File: src/rtl/mat_mul_host_seq_if.sv
// Bundle of the element stream ports and the control-unit matrix bus used
// by the host-side matrix-multiply sequencer.
// The master modport is the sequencer's view.
// The slave modport is the view of whoever drives the stream and plays the
// control unit.
interface mat_mul_host_seq_if #(
  parameter int W = 16,
  parameter int N = 3
);
  // element input stream
  logic             i_mode;
  logic             i_in_valid;
  logic             o_in_ready;
  logic [W-1:0]     i_in_data;
  // result output stream
  logic             o_out_valid;
  logic             i_out_ready;
  logic [W-1:0]     o_out_data;
  logic             o_out_last;
  // control-unit bus
  logic             o_en;
  logic             o_mode;
  logic [W*N*N-1:0] o_A;
  logic [W*N*N-1:0] o_B;
  logic [W*N*N-1:0] i_C;
  logic             i_done;

  modport master (
    input  i_mode, i_in_valid, i_in_data, i_out_ready, i_C, i_done,
    output o_in_ready, o_out_valid, o_out_data, o_out_last,
           o_en, o_mode, o_A, o_B
  );

  modport slave (
    output i_mode, i_in_valid, i_in_data, i_out_ready, i_C, i_done,
    input  o_in_ready, o_out_valid, o_out_data, o_out_last,
           o_en, o_mode, o_A, o_B
  );
endinterface

File: src/rtl/mat_mul_host_seq.sv
// Host-side initiator for the systolic control unit.
// Streams in A then B (row-major) and packs them onto flat buses.
// Enables the control unit and counts enabled cycles until i_done.
// Captures C and streams it back out element by element.
// Element k = r*N+c sits at bits [W*(N*N-1-k) +: W], so the first element
// streamed lands at the MSB end of each flat bus.
module mat_mul_host_seq #(
  parameter int W  = 16,
  parameter int N  = 3,
  parameter int CW = 16
) (
  input  logic                  i_clk,
  input  logic                  i_rst,
  mat_mul_host_seq_if.master    bus,
  output logic                  o_busy,
  output logic [CW-1:0]         o_run_cycles
);

  localparam int NE = N * N;
  localparam int IW = (NE > 1) ? $clog2(NE) : 1;
  localparam int BW = W * NE;

  localparam logic [IW-1:0] IDX_ZERO = {IW{1'b0}};
  localparam logic [IW-1:0] IDX_ONE  = IW'(1);
  localparam logic [IW-1:0] IDX_LAST = IW'(NE - 1);
  localparam logic [CW-1:0] RUN_ONE  = CW'(1);
  localparam logic [CW-1:0] RUN_MAX  = {CW{1'b1}};
  localparam logic [W-1:0]  DATA_ZERO = {W{1'b0}};
  localparam logic [BW-1:0] BUS_ZERO  = {BW{1'b0}};

  typedef enum logic [1:0] {
    LOAD_A = 2'd0,
    LOAD_B = 2'd1,
    RUN    = 2'd2,
    DRAIN  = 2'd3
  } state_t;

  // Read slot k of a flat matrix bus.
  function automatic logic [W-1:0] get_slot(input logic [BW-1:0] vec,
                                            input logic [IW-1:0] k);
    return vec[W*(NE-1-int'(k)) +: W];
  endfunction

  // Return the flat matrix bus with slot k replaced by val.
  function automatic logic [BW-1:0] set_slot(input logic [BW-1:0] vec,
                                             input logic [IW-1:0] k,
                                             input logic [W-1:0]  val);
    logic [BW-1:0] res;
    res = vec;
    res[W*(NE-1-int'(k)) +: W] = val;
    return res;
  endfunction

  state_t           state_r;
  logic [IW-1:0]    idx_r;
  logic [BW-1:0]    a_r;
  logic [BW-1:0]    b_r;
  logic [BW-1:0]    c_r;
  logic             mode_r;
  logic             en_r;
  logic             in_ready_r;
  logic             out_valid_r;
  logic             out_last_r;
  logic [W-1:0]     out_data_r;
  logic             busy_r;
  logic [CW-1:0]    run_cycles_r;

  logic             in_hs_s;
  logic             out_hs_s;
  logic             idx_last_s;
  logic [IW-1:0]    idx_inc_s;

  // Handshake decodes and index helpers shared by every state.
  always_comb begin
    in_hs_s    = bus.i_in_valid & in_ready_r;
    out_hs_s   = out_valid_r & bus.i_out_ready;
    idx_last_s = (idx_r == IDX_LAST);
    idx_inc_s  = idx_r + IDX_ONE;
  end

  // Sequencer: load A, load B, run the control unit, drain C; all outputs
  // are registered here so they change only on clock edges.
  always_ff @(posedge i_clk) begin
    if (i_rst) begin
      state_r      <= LOAD_A;
      idx_r        <= IDX_ZERO;
      a_r          <= BUS_ZERO;
      b_r          <= BUS_ZERO;
      c_r          <= BUS_ZERO;
      mode_r       <= 1'b0;
      en_r         <= 1'b0;
      in_ready_r   <= 1'b1;
      out_valid_r  <= 1'b0;
      out_last_r   <= 1'b0;
      out_data_r   <= DATA_ZERO;
      busy_r       <= 1'b0;
      run_cycles_r <= {CW{1'b0}};
    end else begin
      case (state_r)
        LOAD_A: begin
          if (in_hs_s) begin
            a_r <= set_slot(a_r, idx_r, bus.i_in_data);
            // mode belongs to the whole job, so take it with the first element
            if (idx_r == IDX_ZERO) begin
              mode_r <= bus.i_mode;
            end
            if (idx_last_s) begin
              idx_r   <= IDX_ZERO;
              state_r <= LOAD_B;
            end else begin
              idx_r <= idx_inc_s;
            end
          end
        end

        LOAD_B: begin
          if (in_hs_s) begin
            b_r <= set_slot(b_r, idx_r, bus.i_in_data);
            if (idx_last_s) begin
              idx_r        <= IDX_ZERO;
              state_r      <= RUN;
              en_r         <= 1'b1;
              in_ready_r   <= 1'b0;
              busy_r       <= 1'b1;
              run_cycles_r <= {CW{1'b0}};
            end else begin
              idx_r <= idx_inc_s;
            end
          end
        end

        RUN: begin
          // every RUN edge closes one cycle of o_en high, including the
          // edge that samples i_done
          if (run_cycles_r != RUN_MAX) begin
            run_cycles_r <= run_cycles_r + RUN_ONE;
          end
          if (bus.i_done) begin
            c_r         <= bus.i_C;
            en_r        <= 1'b0;
            state_r     <= DRAIN;
            idx_r       <= IDX_ZERO;
            out_valid_r <= 1'b1;
            // C register is loaded on this same edge, so slot 0 comes
            // straight from the incoming bus
            out_data_r  <= get_slot(bus.i_C, IDX_ZERO);
            out_last_r  <= (IDX_LAST == IDX_ZERO);
          end
        end

        DRAIN: begin
          if (out_hs_s) begin
            if (idx_last_s) begin
              idx_r       <= IDX_ZERO;
              out_valid_r <= 1'b0;
              out_last_r  <= 1'b0;
              state_r     <= LOAD_A;
              in_ready_r  <= 1'b1;
              busy_r      <= 1'b0;
            end else begin
              idx_r      <= idx_inc_s;
              out_data_r <= get_slot(c_r, idx_inc_s);
              out_last_r <= (idx_inc_s == IDX_LAST);
            end
          end
        end

        default: begin
          state_r     <= LOAD_A;
          idx_r       <= IDX_ZERO;
          en_r        <= 1'b0;
          in_ready_r  <= 1'b1;
          out_valid_r <= 1'b0;
          out_last_r  <= 1'b0;
          busy_r      <= 1'b0;
        end
      endcase
    end
  end

  assign bus.o_in_ready  = in_ready_r;
  assign bus.o_out_valid = out_valid_r;
  assign bus.o_out_data  = out_data_r;
  assign bus.o_out_last  = out_last_r;
  assign bus.o_en        = en_r;
  assign bus.o_mode      = mode_r;
  assign bus.o_A         = a_r;
  assign bus.o_B         = b_r;
  assign o_busy          = busy_r;
  assign o_run_cycles    = run_cycles_r;

endmodule

File: src/flat_wrapper.sv
// flat-port wrapper written by rule: the top's interface ports become plain ports
module mat_mul_host_seq_flat 
#(
  parameter int W  = 16,
  parameter int N  = 3,
  parameter int CW = 16
)
  (i_clk, i_rst, o_busy, o_run_cycles, bus_i_mode, bus_i_in_valid, bus_i_in_data, bus_i_out_ready, bus_i_C, bus_i_done, bus_o_in_ready, bus_o_out_valid, bus_o_out_data, bus_o_out_last, bus_o_en, bus_o_mode, bus_o_A, bus_o_B);
  mat_mul_host_seq_if #(.W(W), .N(N)) bus_i ();
  input  logic i_clk;
  input  logic i_rst;
  output logic o_busy;
  output logic [CW-1:0] o_run_cycles;
  input wire logic [$bits(bus_i.i_mode)-1:0] bus_i_mode;
  input wire logic [$bits(bus_i.i_in_valid)-1:0] bus_i_in_valid;
  input wire logic [$bits(bus_i.i_in_data)-1:0] bus_i_in_data;
  input wire logic [$bits(bus_i.i_out_ready)-1:0] bus_i_out_ready;
  input wire logic [$bits(bus_i.i_C)-1:0] bus_i_C;
  input wire logic [$bits(bus_i.i_done)-1:0] bus_i_done;
  output wire logic [$bits(bus_i.o_in_ready)-1:0] bus_o_in_ready;
  output wire logic [$bits(bus_i.o_out_valid)-1:0] bus_o_out_valid;
  output wire logic [$bits(bus_i.o_out_data)-1:0] bus_o_out_data;
  output wire logic [$bits(bus_i.o_out_last)-1:0] bus_o_out_last;
  output wire logic [$bits(bus_i.o_en)-1:0] bus_o_en;
  output wire logic [$bits(bus_i.o_mode)-1:0] bus_o_mode;
  output wire logic [$bits(bus_i.o_A)-1:0] bus_o_A;
  output wire logic [$bits(bus_i.o_B)-1:0] bus_o_B;
  assign bus_i.i_mode = bus_i_mode;
  assign bus_i.i_in_valid = bus_i_in_valid;
  assign bus_i.i_in_data = bus_i_in_data;
  assign bus_i.i_out_ready = bus_i_out_ready;
  assign bus_i.i_C = bus_i_C;
  assign bus_i.i_done = bus_i_done;
  assign bus_o_in_ready = bus_i.o_in_ready;
  assign bus_o_out_valid = bus_i.o_out_valid;
  assign bus_o_out_data = bus_i.o_out_data;
  assign bus_o_out_last = bus_i.o_out_last;
  assign bus_o_en = bus_i.o_en;
  assign bus_o_mode = bus_i.o_mode;
  assign bus_o_A = bus_i.o_A;
  assign bus_o_B = bus_i.o_B;
  mat_mul_host_seq #(.W(W), .N(N), .CW(CW)) u_core (.i_clk(i_clk), .i_rst(i_rst), .bus(bus_i), .o_busy(o_busy), .o_run_cycles(o_run_cycles));
endmodule
File: config.mk
export PLATFORM = sky130hd
export DESIGN_NAME = mat_mul_host_seq_flat
export DESIGN_NICKNAME = d
export VERILOG_FILES = /design/src/rtl/mat_mul_host_seq_if.sv /design/src/rtl/mat_mul_host_seq.sv /design/src/flat_wrapper.sv
export SDC_FILE = /design/constraint.sdc
export NUM_CORES = 1
export LEC_CHECK = 0
export ABC_CLOCK_PERIOD_IN_PS = 3150
export CAP_MARGIN = 5
export CORE_MARGIN = 2
export CORE_UTILIZATION = 30
export CTS_CLUSTER_DIAMETER = 100
export DETAILED_ROUTE_END_ITERATION = 10
export GPL_TIMING_DRIVEN = 1
export RECOVER_POWER = 100
export SYNTH_ARGS = -nofsm -noshare
export SYNTH_HDL_FRONTEND = slang
export SYNTH_SLANG_ARGS = --single-unit
File: constraint.sdc
create_clock -name i_clk -period 3.15 [get_ports i_clk]
set_input_delay 0.7875 -clock i_clk [delete_from_list [all_inputs] [get_ports i_clk]]
set_output_delay 0.7875 -clock i_clk [all_outputs]
set_load 0.02 [all_outputs]
==> summary.md, run 1 <==
| Metric | Value |
|---|---|
| Max transition margin | 25.5% |
| Fillers | 5798 |
| Cell depth of the worst flop-to-flop path | 8 |
| Worst-Skew Late Latency | 0.58 ns |
| Worst Tran Pin Value | 1.12 ns |
| Synth cell count leaders | 494 x nand2_1, 476 x dfxtp_1, 185 x a21oi_1 |
| Clk root buf | clkbuf_16 |
| Fraction of registers with async set/reset | 0% |
| # Max-Cap Violations | 0 |
| Req. time, crit path | 3.61 ns |
| Arr. time, crit path | 3.28 ns |
| Synthesized area | 18400 um^2 |
| Seq cells post-synth | 476 |
| Num CTS Buffers | 51 |
| ANT cells | 0 |
| Antenna-violating nets left | 0 |
| Total Routing Usage GR | 19.5% |
| Total nets after synthesis | 2124 |
| Sequential share of the synthesized area | 51.9% |
| Startpoint Class | register |
| Largest net degree at the start of global routing | 162 |
| Vias/cell | 5.03 |
| Area of the core | 60500 um^2 |
| Reg2Reg Setup Slack | 0.32 ns |
| P per Cell Area | 564 nW/um^2 |
| Layout area overhead | 40.2% |
| Fmax | 354 MHz |
| Total grt overflow | 0 |
| Synth top area share | 51.9% |
| Status | completed |
| Crit path max-delay family | compound AO/OA/AOI/OAI gates |
| Commonest register cell after synthesis | dfxtp_1 |
| Tot Pwr | 14.5 mW |
| Cell variety after synth | 67 |
| Drt pass-1 iters | 5 |
| Final #Nets | 2576 |
| Setup TNS | 0 ns |
| Highest metal used | met4 |
| Top post-synthesis cells by area | dfxtp_1 52%, nand2_1 10%, mux2i_1 8.1% |
| CTS HTree Levels | 2 |
| Initial antenna violation count | 2 |
| CTS tree | yes |
| CTS Hold Bufs | 0 |
| Critical path's slowest cell | ha_1 |
| Critical R2R Capture | u_core.bus.o_out_data[9] |
| # setup viols final | 0 |
| Met2 routed WL | 31500 um |
| Final worst-path cycle share | 89.8% |
| Maximum fanout along the worst path | 35 |
| Synth Warn # | 0 |
| Post-Synthesis Cells | 1950 |
| Number of buffers and inverters on the critical path | 2 |
| DIE WIDTH | 251 um |
| Rows | 90 |
| Clk slew on worst S/H paths | 0.06 ns |
| GPL Wtd Cong | 0.822 |
| WL/cell | 19.9 um |
| RSZ-0062 raised after global routing | no |
| CP endpoint | u_core.bus.o_out_data[9] |
| Post-CTS sizing | 0 |
| Crit Path Category | reg -> reg |
| # port buffers | 491 |
| Die Y | 251 um |
| Syn avg cell area | 9.42 um^2 |
| CP peak stage delay | 0.61 ns |
| Top cell type by total area after synthesis | dfxtp_1 |
| WP depth | 8 |
| Routed wire length | 64100 um |
| Crit-path cells | inv_1 > ha_1 > buf_12 > and3_1 > a2111o_1 > o211a_1 > a21oi_1 > o41ai_1 |
| Final Max Slew Viols | 0 |
| Met3 routed WL | 4090 um |
| Beginning of the critical path | u_core.idx_r[0] |
| DRC Markers | 0 |
| CP endpoint kind | register |
| Class of the worst hold path | reg -> reg |
| Starting DRT DRC Count | 921 |
| Clk sinks | 476 |
| Final HPWL DP | 46000 um |
| Top-count cell post-synth | nand2_1 |
| Hold WS | 0.452 ns |
| Post-Route M1 WL | 26900 um |
| VDD IR-drop max | 0.000366 V |
| Die area | 63200 um^2 |
| Fin. Hold Viols | 0 |
| Clock Skews | 0.0123 ns |
| Share of layout cells above drive strength 1 | 8.03% |
| Reg2reg start | u_core.idx_r[0] |
| Ports | 492 |
| Vias in the first global route | 15600 |
| Initial Util | 30.4% |
| EDFF count, synth | 0 |
| Min cycle time layout | 2.83 ns |
| First-pass GRT wire length | 95900 um |
| Via count | 16200 |
| Max clock buf depth | 3 |
| Setup bufs post-CTS | 0 |
| Pleak | 10.4 nW |
## metal layers
| layer | vias to the layer above | global-route usage [%] |
|---|---|---|
| li1 | 7674 | - |
| met1 | 7795 | 24.6 |
| met2 | 624 | 33.7 |
| met3 | 103 | 3.64 |
| met4 | 0 | 5.80 |
| met5 | - | 0 |
## placed cells by master, fill, tap and decap left out, drive strengths merged, types with 11 or more instances in the layout
cell type and n:
clkinv 12, nand2 494, clkbuf 89, inv 11
mux2i 149, nor2 90, o21ai 46, o41ai 16
buf 50, nand3 52, dfxtp 476, a21oi 187
a22o 128, mux4 32, clkdlybuf4s50 164, dlygate4sd3 326
## how the worst min path moves through the flow
stage,from,end,slack [ns],depth (start not counted)
floorplan,u_core.c_r[0],u_core.c_r[0],0.43,2
global placement,u_core.c_r[45],u_core.c_r[45],0.44,2
detailed placement,u_core.c_r[12],u_core.c_r[12],0.45,2
CTS,u_core.c_r[12],u_core.c_r[12],0.45,2
global route,u_core.c_r[12],u_core.c_r[12],0.47,2
finish,u_core.c_r[1],u_core.c_r[1],0.45,2
## tightest hold or removal path: stages, from the launching register on
cell	delay [ns]
dfxtp_1	0.30
nand2_1	0.05
a21oi_1	0.05
## cell families after synthesis
family,count (synthesis),share of synthesized area (%)
AO/OA/AOI/OAI,404,14.5
AND/OR/NAND/NOR,705,16.3
flip-flops,476,51.9
buffers and inverters,167,4.07
multiplexers,183,12.2
XOR/XNOR,7,0.497
adder cells (fa/ha/maj),8,0.545
## per-stage QoR
stage,util [%],area (um^2),std cells,setup WS [ns]
final,42.6,25800,3223,0.323
after global placement,40.0,24200,3129,0.213
after global routing,42.6,25800,3223,0.0674
after detailed placement,40.0,24200,3129,0.147
after floorplan,-,18400,1950,0.382
after CTS,42.8,25900,3221,0.446
## sequential cells by signal, summed over array words and instances, names as in the netlist
register	flops
u_core.idx_r	4
u_core.bus.o_A	144
u_core.c_r	144
u_core.bus.o_out_valid	1
u_core.o_run_cycles	16
u_core.bus.o_in_ready	1
u_core.bus.o_en	1
u_core.bus.o_mode	1
u_core.state_r	2
u_core.o_busy	1
u_core.bus.o_out_data	16
u_core.bus.o_B	144
u_core.bus.o_out_last	1
## cell type report
type                            instances  area [um^2]  share of cell area [%]
Sequential cell                       476         9530                    37.0
Multi-Input combinational cell       1307         8070                    31.3
Clock buffer                           74         1540                    5.96
Tap cell                              782          978                    3.80
Clock inverter                         18          176                   0.685
Timing Repair Buffer                  555         5420                    21.0
Inverter                               11         43.8                   0.170
## power breakdown
part	switching, mW	total, mW	internal [mW]
logic	1.32	2.19	0.873
registers	0.0849	6.25	6.17
clock network	2.47	6.09	3.61
Power figures use the tool's default switching activity.
==> inputs of run 2 (changes only) <==
--- a/config.mk
+++ b/config.mk
@@ -8,10 +8,11 @@
 export ABC_CLOCK_PERIOD_IN_PS = 3150
 export CAP_MARGIN = 5
 export CORE_MARGIN = 2
-export CORE_UTILIZATION = 30
+export CORE_UTILIZATION = 49
 export CTS_CLUSTER_DIAMETER = 100
 export DETAILED_ROUTE_END_ITERATION = 10
 export GPL_TIMING_DRIVEN = 1
+export PLACE_DENSITY = 0.81
 export RECOVER_POWER = 100
 export SYNTH_ARGS = -nofsm -noshare
 export SYNTH_HDL_FRONTEND = slang
==> summary.md, run 2 (same netlist as run 1, synthesis figures left out) <==
| Metric | Value |
|---|---|
| Layout area overhead | 36.5% |
| Crit Path Category | reg -> reg |
| Share of layout cells above drive strength 1 | 7.10% |
| Initial antenna violation count | 0 |
| Total Routing Usage GR | 29.9% |
| Dpl cells | 2811 |
| Fin. Hold Viols | 0 |
| Pleak | 10.3 nW |
| Critical path's slowest cell | and2_1 |
| Max clock buf depth | 3 |
| Arr. time, crit path | 3.38 ns |
| CTS Hold Bufs | 0 |
| Drt pass-1 iters | 6 |
| Clk sinks | 476 |
| RSZ-0062 raised after global routing | no |
| Total grt overflow | 0 |
| Largest net degree at the start of global routing | 155 |
| Final HPWL DP | 42500 um |
| Ports | 492 |
| Min cycle time layout | 2.91 ns |
| Die Y | 198 um |
| Rows | 70 |
| Req. time, crit path | 3.62 ns |
| Sequential cell area | 9530 um^2 |
| Maximum fanout along the worst path | 43 |
| VDD IR-drop max | 0.000391 V |
| Vias/cell | 5.72 |
| Startpoint Class | register |
| Area of the core | 36800 um^2 |
| CTS tree | yes |
| First-pass GRT wire length | 90600 um |
| Status | finished, violations left |
| Failing checks | capacitance limit, slew limit |
| CTS HTree Levels | 2 |
| Post-CTS sizing | 0 |
| Num CTS Buffers | 48 |
| DRC Markers | 0 |
| Fillers | 2813 |
| Worst Tran Pin Value | 1.63 ns |
| CP peak stage delay | 1.30 ns |
| Initial Util | 49.9% |
| Routed wire length | 60000 um |
| Worst-Skew Late Latency | 0.57 ns |
| DIE WIDTH | 198 um |
| Placement Setup Slack | 0.103 ns |
| # port buffers | 491 |
| Fmax | 344 MHz |
| Vias in the first global route | 15800 |
| Setup bufs post-CTS | 0 |
| Starting DRT DRC Count | 1193 |
| Class of the worst hold path | reg -> reg |
| CP endpoint kind | register |
| # Max-Cap Violations | 1 |
| WL/cell | 20.8 um |
| Setup TNS | 0 ns |
| GPL Wtd Cong | 0.872 |
| Die area | 39000 um^2 |
| Clk root buf | clkbuf_16 |
| Antenna-violating nets left | 0 |
| Final #Nets | 2568 |
| Max transition margin | -8.94% |
| Multi-input gate area | 8070 um^2 |
| Most frequent cells in the layout | 493 x nand2_1, 476 x dfxtp_1, 326 x dlygate4sd3_1, 185 x a21oi_1, 164 x clkdlybuf4s50_1 |
| ANT cells | 0 |
| # setup viols final | 0 |
| Commonest non-fill, non-tap cell in the layout | nand2_1 |
| Final Max Slew Viols | 40 |
| Final worst-path cycle share | 92.3% |
| Crit-path cells | inv_1 > ha_1 > and2_1 > buf_12 > nand2_1 > a21oi_1 |
| P per Cell Area | 548 nW/um^2 |
| Clock Skews | 0.00901 ns |
| Worst Slack Setup Final | 0.243 ns |
| Clk slew on worst S/H paths | 0.06 ns |
| Post-Layout Cell Count | 2891 |
| Via count | 16500 |
==> run 2: cell types whose count changed in the layout (fill, tap and decap cells not counted), moves of 2 or more <==
cell       previous run  this run
clkinv_2             11         5
clkbuf_16            53        49
buf_4                43        39
bufinv_16             3         0
clkbuf_2              7        10
nor2_2                0         2
clkbuf_8             13         8
clkbuf_4              2         0
clkbuf_1             14        18
==> run 2: where the power goes <==
group | switching, mW | internal (mW)
sequential | 0.0839 | 6.17
clock | 2.30 | 3.03
combinational | 1.30 | 0.858
==> run 2: area by class of cell <==
| class | count | share of cell area (%) |
|---|---|---|
| sequential | 476 | 38.0 |
| multi-input combinational | 1307 | 32.2 |
| timing repair buffer | 550 | 21.5 |
| clock buffer | 71 | 5.54 |
| tap | 468 | 2.34 |
| clock inverter | 8 | 0.195 |
| inverter | 11 | 0.175 |
==> run 2: critical path: cells and delay by family, from the launching register on <==
| kind | cells | cell delay, ns |
|---|---|---|
| adders and majority gates | 1 | 0.45 |
| and+or+nand+nor | 2 | 1.40 |
| buffers and inverters | 2 | 0.43 |
| AOI/OAI and AO/OA | 1 | 0.17 |
| DFF | 1 | 0.33 |
==> run 2: per-stage QoR <==
step	hold WS, ns	area, um^2	total power, mW	util, %
final	0.451	25100	13.7	68.1
after global routing	0.461	25100	14.2	68.1
after CTS	0.453	25100	13.8	68.4
after detailed placement	0.445	23700	8.60	64.4
after global placement	0.439	23700	8.56	64.4
after floorplan	0.433	18400	7.73	-
==> run 2: per-layer routing <==
metal / up-vias / GRT usage [%] / share of wire [%]
met2: 822 / 50.8 / 48
met5: - / 0 / 0
met1: 7879 / 35.5 / 38
met4: 0 / 16.1 / 5.5
met3: 175 / 6.25 / 8.5
li1: 7656 / - / -
==> run 2: final timing paths <==
check | start | to | slack [ns] | depth (start not counted)
max reg2reg | u_core.state_r[0] | u_core.c_r[25] | 0.24 | 6
max | u_core.state_r[0] | u_core.c_r[25] | 0.24 | 6
min reg2reg | u_core.bus.o_B[79] | u_core.bus.o_B[79] | 0.45 | 2
min | u_core.bus.o_B[79] | u_core.bus.o_B[79] | 0.45 | 2
==> inputs of run 3 (changes only) <==
--- a/config.mk
+++ b/config.mk
@@ -8,12 +8,14 @@
 export ABC_CLOCK_PERIOD_IN_PS = 3150
 export CAP_MARGIN = 5
 export CORE_MARGIN = 2
-export CORE_UTILIZATION = 49
+export CORE_UTILIZATION = 45
 export CTS_CLUSTER_DIAMETER = 100
+export CTS_CLUSTER_SIZE = 8
 export DETAILED_ROUTE_END_ITERATION = 10
 export GPL_TIMING_DRIVEN = 1
-export PLACE_DENSITY = 0.81
+export PLACE_DENSITY = 0.75
 export RECOVER_POWER = 100
+export SETUP_SLACK_MARGIN = 0.5
 export SYNTH_ARGS = -nofsm -noshare
 export SYNTH_HDL_FRONTEND = slang
 export SYNTH_SLANG_ARGS = --single-unit
==> summary.md, run 3 (same netlist as run 1, synthesis figures left out) <==
| Metric | Value |
|---|---|
| Drt pass-1 iters | 6 |
| # setup viols final | 0 |
| Antenna-violating nets left | 0 |
| Most frequent cells in the layout | 493 x nand2_1, 475 x dfxtp_1, 326 x dlygate4sd3_1, 182 x a21oi_1, 164 x clkdlybuf4s50_1 |
| Initial antenna violation count | 1 |
| Max clock buf depth | 3 |
| Fmax | 362 MHz |
| WL/cell | 20.6 um |
| Final HPWL DP | 42700 um |
| Pleak | 10.5 nW |
| CTS HTree Levels | 3 |
| Clk slew on worst S/H paths | 0.06 ns |
| Num CTS Buffers | 69 |
| Starting DRT DRC Count | 1312 |
| Clk sinks | 476 |
| Req. time, crit path | 3.61 ns |
| First-pass GRT wire length | 90500 um |
| VDD IR-drop max | 0.000319 V |
| Min cycle time layout | 2.76 ns |
| Final Max Slew Viols | 0 |
| Setup TNS | 0 ns |
| Worst-Skew Late Latency | 0.58 ns |
| Startpoint Class | register |
| Area of the core | 40600 um^2 |
| Tot Pwr | 15.1 mW |
| CTS Hold Bufs | 0 |
| Maximum fanout along the worst path | 18 |
| Worst Tran Pin Value | 1.20 ns |
| Vias/cell | 5.56 |
| Clk root buf | clkbuf_16 |
| Class of the worst hold path | reg -> reg |
| Layout area overhead | 40.1% |
| Sequential cell area | 9530 um^2 |
| Fillers | 3317 |
| Arr. time, crit path | 3.22 ns |
| Vias in the first global route | 15600 |
| Rows | 74 |
| Status | completed |
| Ports | 492 |
| Die area | 42400 um^2 |
| Die Y | 206 um |
| RSZ-0062 raised after global routing | no |
| Routed wire length | 61100 um |
| # Max-Cap Violations | 0 |
| Final worst-path cycle share | 87.6% |
| Largest net degree at the start of global routing | 148 |
| Crit Path Category | reg -> reg |
| # port buffers | 491 |
| CTS tree | yes |
| Clock Skews | 0.0191 ns |
| Total grt overflow | 0 |
| Commonest non-fill, non-tap cell in the layout | nand2_1 |
| Multi-input gate area | 8130 um^2 |
| DRC Markers | 0 |
| P per Cell Area | 588 nW/um^2 |
| Max transition margin | 20.2% |
| CP endpoint kind | register |
| Total Routing Usage GR | 27.6% |
| Fin. Hold Viols | 0 |
| DIE WIDTH | 206 um |
| Hold WS | 0.451 ns |
| Final #Nets | 2594 |
| Initial Util | 45.3% |
| Via count | 16500 |
| Share of layout cells above drive strength 1 | 8.16% |
| GPL Wtd Cong | 0.881 |
[run 3: cell count changes in the layout (fill, tap and decap cells not counted), sizes merged]
cell      previous run  this run
inv                 12        15
clkinv               5         0
clkbuf              85        79
diode                0         1
bufinv               0         1
buf                 46        57
clkinvlp             2         0
[run 3: area by class of cell]
class | instances | share of cell area (%)
clock inverter | 5 | 0.297
tap | 532 | 2.59
antenna | 1 | 0.00973
timing repair buffer | 555 | 21.4
clock buffer | 71 | 6.91
inverter | 11 | 0.170
multi-input combinational | 1307 | 31.6
sequential | 476 | 37.1
[run 3: critical path, stage by stage (launching register included)]
cell and delay [ns]:
dfxtp_4 0.43, inv_1 0.13, ha_1 0.66, buf_16 0.26, nor2b_1 0.07, o21ai_0 0.23
mux2_4 0.29, buf_4 0.15, nor2_1 0.04, o41ai_1 0.37
[run 3: layer usage]
metal	global-route usage [%]	vias to the layer above	part of all wire, %
met3	6.59	129	8.6
met4	11.0	0	3.7
met2	46.4	815	48
li1	-	7696	-
met5	0	-	0
met1	34.1	7820	39
[run 3: worst paths after layout]
kind,to,depth (start not counted),from,slack (ns)
min,u_core.bus.o_A[68],2,u_core.bus.o_A[68],0.45
min reg2reg,u_core.bus.o_A[68],2,u_core.bus.o_A[68],0.45
max reg2reg,u_core.bus.o_out_data[5],9,u_core.idx_r[0],0.39
max,u_core.bus.o_out_data[5],9,u_core.idx_r[0],0.39
[run 3: metrics by stage]
stage	worst slack [ns]	instance area (um^2)	utilization, %	instances
global placement	0.305	23800	58.7	2874
CTS	0.524	25700	63.3	2950
floorplan	0.511	18400	-	1950
detailed placement	0.226	23800	58.7	2874
global route	0.262	25700	63.4	2958
finish	0.389	25700	63.4	2958
[run 3: what timing repair did]
item	4_1_cts	5_1_grt
gates resized for setup	9	8
hold endpoints to repair	0	0
buffers inserted	0	6
pin swaps	0	2
setup endpoints to repair	68	76
cloned	0	1
[run 3: report_power, final]
group	leakage, nW	switching (mW)	internal [mW]
combinational	5.78	1.34	0.933
clock	0.912	2.52	4.04
sequential	3.83	0.0958	6.19
total	10.5	3.95	11.2
